**src/rtl/de_pipe_reg.sv**
```systemverilog
`default_nettype none
// ============================================================================
//  Module   : de_pipe_reg
//  Purpose  : Decode-to-Execute pipeline register. Captures D-stage operands,
//             control and exception state each cycle. Inserts bubbles on
//             stall/flush and redirects E to the handler PC on req.
//             Per-cycle priority: reset > req > stall > flush > load.
//  Options  : DE_BUBBLE_CNT_EN - when defined, bubble_cnt counts bubbles
//             caused by stall/flush. When undefined it is tied to 0.
//  Revision : 1.0 - initial release
// ============================================================================
module de_pipe_reg #(
   parameter logic [31:0] RESET_PC   = 32'h0000_3000,
   parameter logic [31:0] HANDLER_PC = 32'h0000_4180
) (
   input  logic        clk,
   input  logic        reset,
   input  logic        req,
   input  logic        stall,
   input  logic        flush,
   input  logic [31:0] d_pc,
   input  logic [31:0] d_instr,
   input  logic [31:0] d_rs_val,
   input  logic [31:0] d_rt_val,
   input  logic [31:0] d_imm32,
   input  logic [4:0]  d_exccode,
   input  logic        d_bd,
   input  logic        d_mdu_start,
   input  logic [2:0]  d_mdu_op,
   output logic [31:0] e_pc,
   output logic [31:0] e_instr,
   output logic [31:0] e_rs_val,
   output logic [31:0] e_rt_val,
   output logic [31:0] e_imm32,
   output logic [4:0]  e_exccode,
   output logic        e_bd,
   output logic        e_mdu_start,
   output logic [2:0]  e_mdu_op,
   output logic        e_valid,
   output logic [31:0] bubble_cnt
);

   logic [31:0] r_pc;
   logic [31:0] r_instr;
   logic [31:0] r_rs_val;
   logic [31:0] r_rt_val;
   logic [31:0] r_imm32;
   logic [4:0]  r_exccode;
   logic        r_bd;
   logic        r_mdu_start;
   logic [2:0]  r_mdu_op;
   logic        r_valid;

   // A bubble is inserted by stall or flush whenever reset and req are idle.
   logic w_bubble;
   // An excepting instruction must never start the MDU.
   logic w_mdu_go;

   assign w_bubble = ~reset & ~req & (stall | flush);
   assign w_mdu_go = d_mdu_start & (d_exccode == 5'd0);

   // E-stage register: reset, redirect, bubble or load, in priority order.
   always_ff @(posedge clk) begin
      if (reset) begin
         r_pc        <= RESET_PC;
         r_instr     <= 32'd0;
         r_rs_val    <= 32'd0;
         r_rt_val    <= 32'd0;
         r_imm32     <= 32'd0;
         r_exccode   <= 5'd0;
         r_bd        <= 1'b0;
         r_mdu_start <= 1'b0;
         r_mdu_op    <= 3'd0;
         r_valid     <= 1'b0;
      end else if (req) begin
         r_pc        <= HANDLER_PC;
         r_instr     <= 32'd0;
         r_rs_val    <= 32'd0;
         r_rt_val    <= 32'd0;
         r_imm32     <= 32'd0;
         r_exccode   <= 5'd0;
         r_bd        <= 1'b0;
         r_mdu_start <= 1'b0;
         r_mdu_op    <= 3'd0;
         r_valid     <= 1'b0;
      end else if (stall || flush) begin
         // PC (and BD on a stall) survive the bubble so a later exception
         // still reports the right EPC/BD; stall wins over flush for BD.
         r_pc        <= d_pc;
         r_bd        <= stall ? d_bd : 1'b0;
         r_instr     <= 32'd0;
         r_rs_val    <= 32'd0;
         r_rt_val    <= 32'd0;
         r_imm32     <= 32'd0;
         r_exccode   <= 5'd0;
         r_mdu_start <= 1'b0;
         r_mdu_op    <= 3'd0;
         r_valid     <= 1'b0;
      end else begin
         // A stalled MDU op only reaches this branch once, so the start
         // strobe is a single pulse per instruction.
         r_pc        <= d_pc;
         r_instr     <= d_instr;
         r_rs_val    <= d_rs_val;
         r_rt_val    <= d_rt_val;
         r_imm32     <= d_imm32;
         r_exccode   <= d_exccode;
         r_bd        <= d_bd;
         r_mdu_start <= w_mdu_go;
         r_mdu_op    <= d_mdu_op;
         r_valid     <= 1'b1;
      end
   end

   assign e_pc        = r_pc;
   assign e_instr     = r_instr;
   assign e_rs_val    = r_rs_val;
   assign e_rt_val    = r_rt_val;
   assign e_imm32     = r_imm32;
   assign e_exccode   = r_exccode;
   assign e_bd        = r_bd;
   assign e_mdu_start = r_mdu_start;
   assign e_mdu_op    = r_mdu_op;
   assign e_valid     = r_valid;

`ifdef DE_BUBBLE_CNT_EN
   logic [31:0] r_bubble_cnt;

   // Free-running bubble counter; wraps naturally at 32 bits.
   always_ff @(posedge clk) begin
      if (reset) begin
         r_bubble_cnt <= 32'd0;
      end else if (w_bubble) begin
         r_bubble_cnt <= r_bubble_cnt + 32'd1;
      end
   end

   assign bubble_cnt = r_bubble_cnt;
`else
   assign bubble_cnt = 32'd0;
`endif

endmodule
`default_nettype wire

```
**config.mk**
```make
export PLATFORM = sky130hd
export DESIGN_NAME = de_pipe_reg
export DESIGN_NICKNAME = d
export VERILOG_FILES = /design/src/rtl/de_pipe_reg.sv
export SDC_FILE = /design/constraint.sdc
export NUM_CORES = 1
export LEC_CHECK = 0
export BUFFER_PORTS_ARGS = -buffer_cell sky130_fd_sc_hd__buf_2
export CAP_MARGIN = 20
export CORE_AREA = 2 2 148 150
export CTS_CLUSTER_SIZE = 24
export DETAILED_ROUTE_END_ITERATION = 7
export DIE_AREA = 0 0 150 152
export GPL_TIMING_DRIVEN = 0
export PLACE_DENSITY = 0.53
export SLEW_MARGIN = 20
export SYNTH_ARGS = -nofsm -noshare
export SYNTH_HDL_FRONTEND = slang
export SYNTH_SLANG_ARGS = --single-unit
```
**constraint.sdc**
```tcl
create_clock -name clk -period 1.9 [get_ports clk]
set_input_delay 0.38 -clock clk [delete_from_list [all_inputs] [get_ports clk]]
set_output_delay 0.38 -clock clk [all_outputs]
set_load 0.02 [all_outputs]
```
Yosys cells after proc, flatten, opt, wreduce, memory -nomap -nowiden:

Cells that the tools add are included.

* register bits: 171
* bits of input ports: 175
* output and inout port bits: 203
* logic and storage cells: 20

* multiplexer cells: 4
* bitwise operators: 1
* reductions and logical operators: 4

Operators by type and width (number)
* 15-bit two-way mux: 1
* 5-bit zero test: 1
* 1-bit two-way mux: 3
* 3-bit OR reduction: 1
* 2-bit OR reduction: 1
* 1-bit AND: 1
* 1-bit logical OR: 1

Logic depth before layout (Yosys ltp):

Gate-level depths: netlist of run 1.

* depth after elaboration: 2
* depth in mapped cells: 4

Least setup slack after synthesis of run 1:

OpenSTA, ideal clock, no wires.

* kind: input to register
* start point: input req
* end point: register r_instr[10], in the netlist e_instr[10]
* library setup time: 0.059 ns
* arrival: 1.111 ns
* data required time: 1.841 ns
* slack: 0.730 ns
* stages: 4
* buffers on the path: 2
* cells stage by stage: nor4_4 buf_2 buf_2 and2_1

* longest elaborated chain between the ends: 1

RTL lines
* start: declaration: RTL line 18 `input logic req,`
* 3-bit OR reduction (no source line)
* end signal: assignment: RTL line 103 `r_instr <= d_instr;`
* end: declaration: RTL line 44 `logic [31:0] r_instr;`

No other way between the ends.
A chain may end at the register's enable or synchronous reset.

Final worst setup path of run 1:

* start point: input req
* end point: register r_imm32[1], in the netlist e_imm32[1]

* longest elaborated chain between the ends: 1

RTL lines
* 3-bit OR reduction (no source line)
* end signal: assignment: RTL line 106 `r_imm32 <= d_imm32;`
* end: declaration: RTL line 47 `logic [31:0] r_imm32;`

No other way between the ends.

==> summary.txt, run 1 <==
Run status
  – Outcome: completed

Logic synthesis
  – Post-synthesis cell count: 400
  – Count of distinct cell types in the synthesized netlist: 14
  – Cell area after technology mapping: between 4000 and 5000 um^2
  – Most instantiated library cell after synthesis: sky130_fd_sc_hd__dfxtp_1
  – Proportion of synthesized chip area in sequential cells: 70.3%
  – Yosys top cell area share: a little over two thirds
  – Most common flop cell mapped by yosys: sky130_fd_sc_hd__dfxtp_1
  – Top cells by instance count after synthesis: 171 x sky130_fd_sc_hd__dfxtp_1, 163 x sky130_fd_sc_hd__and2_1, 33 x sky130_fd_sc_hd__buf_4
  – Register bit count reported by yosys: 171
  – Fraction of registers with async set/reset: 0%
  – Dominant cell type by area after synthesis: sky130_fd_sc_hd__dfxtp_1
  – Post-Syn Area per Cell: about 12 um^2
  – Number of synthesized flops with an enable pin: 0
  – Yosys warnings: 0
  – Cell types with the largest area share after synthesis: sky130_fd_sc_hd__dfxtp_1 70%, sky130_fd_sc_hd__and2_1 21%, sky130_fd_sc_hd__buf_4 5.1%

Finish
  – Area added between synthesis and finish: 57.5%
  – Number of fill cells: approximately 2,200
  – Non-filler cells, final: 1,089
  – Share of cells above drive strength 1: 52.4%
  – Post-layout nets: between 900 and 1,000

Clocking
  – CTS tree: done
  – Number of sinks driven by the clock tree: ~170
  – Htree depth: 4
  – Max Root-Sink Buffers: 2
  – Cell at the root of the clock tree: sky130_fd_sc_hd__clkbuf_16
  – Count of cells resized by post-cts repair: 0
  – Number of setup buffers added after CTS: 0
  – Cts bufs inserted: 17
  – Clock-pin slew of the registers on the worst-case setup and hold paths: about 0.070 ns
  – Number of buffers inserted for hold repair after clock tree synthesis: 0

Floorplanning
  – Initial Utilization: 22.8%
  – Die boundary height: 152 um
  – Full die area: 22,800 um^2
  – Core Region: 21,400 um^2
  – Horizontal die dimension: 150 um
  – Io pins: ~380
  – Num rows: 54

STA
  – WHS: 0.152 ns
  – Final min period: 1.33 ns
  – Max transition margin: about three fifths
  – Hold Fails Final Rpt: 0
  – Finish-stage setup viols: 0
  – Final Max Slew Viols: 0
  – Worst-margin pin slew: 0.580 ns
  – RSZ-0062 raised after global routing: no
  – Fmax achieved: about 0.75 GHz
  – Sum of negative setup slack: 0 ns
  – Share of the clock period used by the worst path after layout: between 60 and 70%

Pwr
  – Net switching power figure: 0.00181 W
  – Largest voltage drop on the vdd net: 0.459 mV
  – Power share of the clock group: 45.4%
  – Gate power share: about 7.2%
  – Design Power: 0.00775 W
  – Internal Pwr Total: 0.00594 W
  – Leakage component of the power: 4.18 nW
  – Power per cell area: 1010 nW/um^2
  – Sequential share of power: about 47%
  – Share of total power consumed by net switching: 23.3%

Critical path
  – Cell class contributing the biggest share of worst-path delay: buffers and inverters
  – Critical-path cell list: buf_2 -> nor4_4 -> buf_4 -> clkbuf_2 -> and2_1
  – Worst path required time: 2.25 ns
  – Worst Path Class, Setup: input port to flop
  – Bufs and invs on worst path: 3
  – Critical-path maximum fanout: 10
  – Critical path capture point type: flop
  – Data arrival time of the worst path: approximately 1.7 ns
  – Master of the slowest instance on the critical path: sky130_fd_sc_hd__nor4_4
  – Stages on the worst setup path: 5
  – Crit-path max cell delay: ~0.43 ns
  – Critical path launch point type: input port

Placed design
  – Routability cong.: 0.713
  – Count of port buffers added during placement: 345
  – Placed cells: 1,056
  – Detail Placement HPWL: between 10 and 15 mm

Global route
  – Grt ovf: 0
  – Via count of the first global-routing pass: 3,598
  – Number of antenna violations at the first check in global routing: 1
  – Pin count of the biggest net entering global routing: 17
  – Global-route wire length before repair: 19.5 mm
  – Tot GR Track Use: 11.5%

Routing
  – Wire length per cell: 12.3 um
  – Number of vias in the routed layout: 3,814
  – Starting DRT DRC Count: 103
  – Number of DRC violations after detailed routing: 0
  – Final antenna-violating net count: 0
  – Routed wire length: 13.4 mm
  – Average via count per standard cell: around 3.5
  – Number of iterations in the first detailed-routing pass: 4

Worst hold path
  – Hold path cells: 2
  – Class of the worst hold path: input port to flop

Run
  – # Max-Cap Violations: 0
[layer usage]
layer  track usage (%)  routed length, um  share of wire, %
met1              11.3               4970                37
met2              20.1               6560                49
met3              5.59               1640                12
met4              5.17                286               2.1
met5                 0                  0                 0
[power by group through the flow]
stage	logic (W)	registers [W]	clock network, W
after floorplan	0.000179	0.00387	0
after global placement	0.000563	0.00376	0
after detailed placement	0.000562	0.00376	0
after CTS	0.000563	0.00368	0.00364
after global routing	0.000604	0.00368	0.00382
final	0.000556	0.00368	0.00352
[path summary, 6_finish.rpt]
check                       start     endpoint  slack [ns]
worst max-delay path          req   e_imm32[1]        0.57
worst min-delay path  d_instr[15]  e_instr[15]        0.15
[cells by family (layout without fill, tap and decap cells)]
| family | after synthesis | in the layout | synth area share [%] |
|---|---|---|---|
| other | 1 | 33 | 0.0770 |
| AOI/OAI and AO/OA | 2 | 2 | 0.308 |
| and+or+nand+nor | 176 | 176 | 22.6 |
| DFF | 171 | 171 | 70.3 |
| buffers and inverters | 50 | 427 | 6.73 |
[flip-flops by register name, summed over array words and instances (netlist names)]
signal / flops
e_rs_val: 32
e_instr: 32
e_valid: 1
e_mdu_start: 1
e_mdu_op: 3
e_bd: 1
e_imm32: 32
e_exccode: 5
e_rt_val: 32
e_pc: 32
[per-stage QoR]
stage | instance area [um^2] | setup slack (ns) | utilization (%)
after floorplan | 4980 | 0.730 | -
after global placement | 7060 | 0.0255 | 33.1
after detailed placement | 7060 | 0.0259 | 33.1
after CTS | 7670 | 0.471 | 35.9
after global routing | 7670 | 0.434 | 35.9
final | 7670 | 0.570 | 35.9
[layout by cell type, fill, tap and decap left out]
cell                        instances
sky130_fd_sc_hd__dfxtp_1          171
sky130_fd_sc_hd__buf_4             33
sky130_fd_sc_hd__inv_6              3
sky130_fd_sc_hd__nand2b_1           1
sky130_fd_sc_hd__conb_1            32
sky130_fd_sc_hd__inv_8              2
sky130_fd_sc_hd__and3_1             2
sky130_fd_sc_hd__inv_1              1
sky130_fd_sc_hd__nor4b_1            1
sky130_fd_sc_hd__a21o_1             2
sky130_fd_sc_hd__clkbuf_2          10
sky130_fd_sc_hd__clkinv_8           1
sky130_fd_sc_hd__nor4_4             1
sky130_fd_sc_hd__clkbuf_1           4
sky130_fd_sc_hd__bufinv_16          2
sky130_fd_sc_hd__and2_1           163
sky130_fd_sc_hd__clkbuf_8           1
sky130_fd_sc_hd__diode_2            1
sky130_fd_sc_hd__buf_2            348
sky130_fd_sc_hd__clkinv_4           3
sky130_fd_sc_hd__clkinv_2           2
sky130_fd_sc_hd__clkbuf_16         17
sky130_fd_sc_hd__nor2_1             8
[final cells by class]
| class | count | area [um^2] | area share, % |
|---|---|---|---|
| multi-input combinational | 210 | 1230 | 16.1 |
| clock buffer | 19 | 443 | 5.78 |
| sequential | 171 | 3420 | 44.6 |
| inverter | 1 | 3.75 | 0.0489 |
| buffer | 49 | 324 | 4.23 |
| tap | 280 | 350 | 4.57 |
| antenna | 1 | 2.50 | 0.0326 |
| clock inverter | 13 | 161 | 2.10 |
| timing repair buffer | 345 | 1730 | 22.5 |
(Power assumes the default switching activity.)
==> run 2, diff against run 1 <==
- CORE_AREA: 2 2 148 150 -> 2 2 149 151
- DIE_AREA: 0 0 150 152 -> 0 0 151 153
- PLACE_DENSITY: 0.53 -> 0.55
- clock period: 1.9 -> 1.2 ns (I/O delays scaled with it)
==> summary.txt, run 2 (synthesized netlist as in run 1, its figures left out) <==
Critical path
  – Master of the slowest instance on the critical path: sky130_fd_sc_hd__dfxtp_1
  – Critical-path maximum fanout: 1 (-9)
  – Worst path required time: 0.96 ns (-1.29 ns)
  – Crit-path max cell delay: 0.32 ns (-0.11 ns)
  – Data arrival time of the worst path: 0.91 ns (-0.77 ns)
  – Cell class contributing the biggest share of worst-path delay: flip-flops
  – Critical path capture point type: output pin
  – Bufs and invs on worst path: 1 (-2)
  – Critical-path cell list: buf_2
  – Critical path launch point type: flop
  – Worst Path Class, Setup: flop to output pin

Floorplanning
  – Core Region: 21,500 um^2 (+0.63%)
  – Num rows: 54 (unchanged)
  – Initial Utilization: 22.7% (-0.14 points)
  – Full die area: 23,100 um^2 (+1.3%)
  – Horizontal die dimension: 151 um (+0.67%)
  – Die boundary height: 153 um (+0.66%)
  – Io pins: 378 (unchanged)

STA
  – Final min period: 1.15 ns
  – Share of the clock period used by the worst path after layout: 96.0%
  – Max transition margin: 63.4% (+2.2 points)
  – Finish-stage setup viols: 0 (unchanged)
  – Worst-margin pin slew: 0.547 ns (-0.0325 ns)
  – Fmax achieved: between 0.8 and 0.9 GHz
  – RSZ-0062 raised after global routing: no
  – Final Max Slew Viols: 0 (unchanged)
  – Sum of negative setup slack: 0 ns (unchanged)
  – Hold Fails Final Rpt: 0 (unchanged)

Finish
  – Most used cells in the layout excluding fill and tap cells: 340 x sky130_fd_sc_hd__buf_2, 168 x sky130_fd_sc_hd__dfxtp_1, 163 x sky130_fd_sc_hd__and2_1, 50 x sky130_fd_sc_hd__dlygate4sd3_1, 39 x sky130_fd_sc_hd__buf_4
  – Non-filler cells, final: 1,140 (+4.7%)
  – Post-layout nets: 1,020 (+5.2%)
  – Share of cells above drive strength 1: 49.8% (-2.6 points)
  – Leading cell type in the layout, fill and taps excluded: sky130_fd_sc_hd__buf_2
  – Area added between synthesis and finish: 68.2%

Pwr
  – Gate power share: 8.2% (+1.0 points)
  – Sequential share of power: 47.2% (-0.2 points)
  – Leakage component of the power: 4.37 nW (+4.7%)
  – Largest voltage drop on the vdd net: 0.772 mV (+68%)
  – Power share of the clock group: 44.6% (-0.8 points)
  – Share of total power consumed by net switching: 24.3% (+0.98 points)
  – Net switching power figure: 0.00300 W (+66%)
  – Internal Pwr Total: 0.00934 W (+57%)
  – Power per cell area: 1510 nW/um^2 (+49%)

Clocking
  – Cell at the root of the clock tree: sky130_fd_sc_hd__clkbuf_16
  – CTS tree: done
  – Max Root-Sink Buffers: 2 (unchanged)
  – Cts bufs inserted: 17 (unchanged)
  – Clock-pin slew of the registers on the worst-case setup and hold paths: 0.07 ns (about the same)
  – Htree depth: 4 (unchanged)
  – Number of setup buffers added after CTS: 0 (unchanged)
  – Number of sinks driven by the clock tree: 171 (unchanged)

Routing
  – Wire length per cell: 12.9 um (+4.2%)
  – Number of DRC violations after detailed routing: 0 (unchanged)
  – Number of vias in the routed layout: 4,052 (+6.2%)
  – Number of iterations in the first detailed-routing pass: 4 (unchanged)
  – Starting DRT DRC Count: 111 (+7.8%)
  – Routed wire length: 14.7 mm (+9.1%)
  – Final antenna-violating net count: 0 (unchanged)
  – Average via count per standard cell: 3.55 (+1.5%)

Worst hold path
  – Hold path cells: 2 (unchanged)
  – Class of the worst hold path: input port to flop
  – Worst Min Path Start: d_instr[24]
  – Min-Delay Endpoint: e_instr[24]

Global route
  – Grt ovf: 0 (unchanged)
  – Global-route wire length before repair: 21.3 mm (+9.5%)
  – Tot GR Track Use: 12.2% (+0.75 points)
  – Pin count of the biggest net entering global routing: 18 (+1)
  – Via count of the first global-routing pass: 4,016 (+12%)
  – Number of antenna violations at the first check in global routing: 4 (+3)

Placed design
  – Placed cells: 1,056 (unchanged)
  – Count of port buffers added during placement: 345 (unchanged)
  – Routability cong.: 0.736 (+3.2%)
  – Detail Placement HPWL: 11.5 mm (+6.5%)

Run status
  – Outcome: completed

Run
  – # Max-Cap Violations: 0 (unchanged)
[run 2: repair_timing]
item                       in CTS  in global routing
pin swaps                       0                  1
hold buffers                   42                  8
resized for setup               4                 10
setup endpoints to repair      13                 10
hold endpoints to repair       42                  8
[run 2: worst max-delay path by stage]
stage            startpoint            to  slack (ns)  depth (start not counted)
6_report               e_bd          e_bd        0.05                          1
5_1_grt            e_pc[10]      e_pc[10]       0.001                          1
4_1_cts        e_rs_val[17]  e_rs_val[17]       0.006                          1
3_5_place_dp            req  e_rs_val[19]       -0.48                          5
3_3_place_gp            req  e_rs_val[19]       -0.49                          5
2_1_floorplan           req   e_instr[10]        0.17                          4
[run 2: per-layer routing]
metal / wire length, um / GRT usage (%) / vias up
met4: 286 / 4.63 / 4
li1: - / - / 2037
met3: 1750 / 5.88 / 18
met2: 7390 / 21.8 / 226
met1: 5230 / 12.2 / 1767
met5: 23 / 0 / -
[run 2: cell type report]
| cell class | instances | area, um^2 |
|---|---|---|
| inverters | 1 | 3.75 |
| plain buffers | 49 | 328 |
| fillers | 2171 | 13300 |
| flip-flops and latches | 171 | 3430 |
| diodes | 2 | 5.00 |
| repair buffers | 395 | 2250 |
| clock inverters | 14 | 153 |
| well taps | 280 | 350 |
| multi-input cells | 210 | 1230 |
| clock buffers | 18 | 439 |
[run 2: power groups by stage]
| stage | Sequential [W] | Clock (W) | Combinational [W] |
|---|---|---|---|
| 2_1_floorplan | 0.00612 | 0 | 0.000284 |
| 3_3_place_gp | 0.00595 | 0 | 0.000889 |
| 3_5_place_dp | 0.00596 | 0 | 0.000892 |
| 4_1_cts | 0.00583 | 0.00571 | 0.00100 |
| 5_1_grt | 0.00583 | 0.00597 | 0.00111 |
| 6_report | 0.00583 | 0.00550 | 0.00102 |
[run 2: per-stage QoR]
step | hold WS (ns) | power (W) | util (%) | worst slack (ns) | area, um^2
after floorplan | 0.312 | 0.00641 | - | 0.170 | 4980
after global placement | 0.439 | 0.00684 | 32.9 | -0.492 | 7060
after detailed placement | 0.441 | 0.00685 | 32.9 | -0.482 | 7060
after CTS | 0.0000667 | 0.0125 | 37.6 | 0.00588 | 8080
after global routing | 0.000213 | 0.0129 | 38.1 | 0.00119 | 8180
final | 0.0238 | 0.0123 | 38.1 | 0.0477 | 8190
==> run 3, diff against run 2 <==
- RECOVER_POWER: unset -> 25
==> summary.txt, run 3 (synthesized netlist as in run 1, its figures left out) <==
Run status
  – Outcome: completed

STA
  – Fmax achieved: 0.864 GHz (-0.44%)
  – RSZ-0062 raised after global routing: no
  – Worst-margin pin slew: 0.531 ns (-0.0159 ns)
  – Final min period: 1.16 ns (+0.00512 ns)
  – Hold Fails Final Rpt: 0 (unchanged)
  – Finish-stage setup viols: 0 (unchanged)
  – Final Max Slew Viols: 0 (unchanged)
  – WHS: 0.0240 ns (+0.000145 ns)
  – Sum of negative setup slack: 0 ns (unchanged)
  – Share of the clock period used by the worst path after layout: 96.5% (+0.43 points)
  – Max transition margin: 64.5% (+1.1 points)

Critical path
  – Cell class contributing the biggest share of worst-path delay: flip-flops
  – Critical-path cell list: buf_2
  – Data arrival time of the worst path: 0.92 ns (about the same)
  – Crit-path max cell delay: 0.33 ns (about the same)
  – Worst path required time: 0.96 ns (about the same)
  – Critical path capture point type: output pin
  – Stages on the worst setup path: 1 (unchanged)
  – Critical-path maximum fanout: 1 (unchanged)
  – Master of the slowest instance on the critical path: sky130_fd_sc_hd__dfxtp_1
  – Bufs and invs on worst path: 1 (unchanged)
  – Critical path launch point type: flop
  – Worst Path Class, Setup: flop to output pin

Global route
  – Tot GR Track Use: 12.2% (unchanged)
  – Global-route wire length before repair: 21.3 mm (unchanged)
  – Number of antenna violations at the first check in global routing: 4 (unchanged)
  – Pin count of the biggest net entering global routing: 18 (unchanged)
  – Grt ovf: 0 (unchanged)
  – Via count of the first global-routing pass: 4,016 (unchanged)

Routing
  – Routed wire length: 14.7 mm (-0.13%)
  – Number of iterations in the first detailed-routing pass: 4 (unchanged)
  – Number of DRC violations after detailed routing: 0 (unchanged)
  – Number of vias in the routed layout: 4,048 (-0.099%)
  – Final antenna-violating net count: 0 (unchanged)
  – Average via count per standard cell: 3.55 (about the same)
  – Starting DRT DRC Count: 108 (-2.7%)
  – Wire length per cell: 12.9 um (-0.13%)

Floorplanning
  – Initial Utilization: 22.7% (unchanged)
  – Io pins: 378 (unchanged)
  – Horizontal die dimension: 151 um (unchanged)
  – Full die area: 23,100 um^2 (unchanged)
  – Num rows: 54 (unchanged)
  – Die boundary height: 153 um (unchanged)
  – Core Region: 21,500 um^2 (unchanged)

Finish
  – Non-filler cells, final: 1,140 (unchanged)
  – Area added between synthesis and finish: 68.2% (unchanged)
  – Most used cells in the layout excluding fill and tap cells: 340 x sky130_fd_sc_hd__buf_2, 168 x sky130_fd_sc_hd__dfxtp_1, 142 x sky130_fd_sc_hd__and2_1, 50 x sky130_fd_sc_hd__dlygate4sd3_1, 39 x sky130_fd_sc_hd__buf_4
  – Area taken by multi-input logic gates: 1230 um^2 (unchanged)
  – Leading cell type in the layout, fill and taps excluded: sky130_fd_sc_hd__buf_2
  – Number of fill cells: 2,171 (unchanged)
  – Post-layout nets: 1,020 (unchanged)
  – Total area of sequential cells: 3430 um^2 (unchanged)
  – Post-route core utilization: 38.1% (unchanged)
  – Share of cells above drive strength 1: 49.8% (unchanged)

Run
  – # Max-Cap Violations: 0 (unchanged)

Clocking
  – Htree depth: 4 (unchanged)
  – Max Root-Sink Buffers: 2 (unchanged)
  – Cts bufs inserted: 17 (unchanged)
  – Clock-pin slew of the registers on the worst-case setup and hold paths: 0.07 ns (about the same)
  – CTS tree: done
  – Cell at the root of the clock tree: sky130_fd_sc_hd__clkbuf_16
  – Number of sinks driven by the clock tree: 171 (unchanged)

Pwr
  – Design Power: 0.0123 W (about the same)
  – Power per cell area: 1510 nW/um^2 (about the same)
  – Leakage component of the power: 4.35 nW (-0.45%)
  – Largest voltage drop on the vdd net: 0.773 mV (+0.15%)

Placed design
  – Routability cong.: 0.736 (unchanged)
  – Placed cells: 1,056 (unchanged)
  – Detail Placement HPWL: 11.5 mm (unchanged)
  – Count of port buffers added during placement: 345 (unchanged)

Worst hold path
  – Class of the worst hold path: input port to flop
  – Worst Min Path Start: d_imm32[11]
  – Hold path cells: 2 (unchanged)
  – Min-Delay Endpoint: e_imm32[11]
## run 3: per-stage QoR
stage | worst slack, ns | area, um^2
2_1_floorplan | 0.170 | 4980
3_3_place_gp | -0.492 | 7060
3_5_place_dp | -0.482 | 7060
4_1_cts | 0.00588 | 8080
5_1_grt | 0.00119 | 8180
6_report | 0.0426 | 8190
## run 3: worst max-delay path by stage
stage | to | from | slack (ns)
6_report | e_pc[10] | e_pc[10] | 0.04
5_1_grt | e_pc[10] | e_pc[10] | 0.001
4_1_cts | e_rs_val[17] | e_rs_val[17] | 0.006
3_5_place_dp | e_rs_val[19] | req | -0.48
3_3_place_gp | e_rs_val[19] | req | -0.49
2_1_floorplan | e_instr[10] | req | 0.17
## run 3: final cells by class
class / instances / area share [%]
Sequential cell: 171 / 41.9
Timing Repair Buffer: 395 / 27.4
Multi-Input combinational cell: 210 / 15.1
Clock buffer: 18 / 5.36
Tap cell: 280 / 4.28
Buffer: 49 / 4.00
Clock inverter: 14 / 1.86
Antenna cell: 2 / 0.0611
Inverter: 1 / 0.0459
## run 3: timing repair
item                                    4_1_cts  5_1_grt
endpoints found under the setup margin       13       10
gates resized for setup                       4       10
endpoints found under the hold margin        42        8
hold buffers                                 42        8
buffers inserted                              0        0
pin swaps                                     0        1
## run 3: routing by layer
metal | share of wire [%] | up-vias | GRT usage (%)
met5 | 0.16 | - | 0
li1 | - | 2038 | -
met3 | 12 | 18 | 5.88
met2 | 50 | 226 | 21.8
met4 | 2.0 | 4 | 4.63
met1 | 36 | 1762 | 12.2
## run 3: power breakdown
group / internal, W / total (W) / leakage, nW / switching [W]
Clock: 0.00301 / 0.00550 / 0.283 / 0.00248
Sequential: 0.00580 / 0.00583 / 1.39 / 0.0000285
Combinational: 0.000527 / 0.00102 / 2.68 / 0.000489
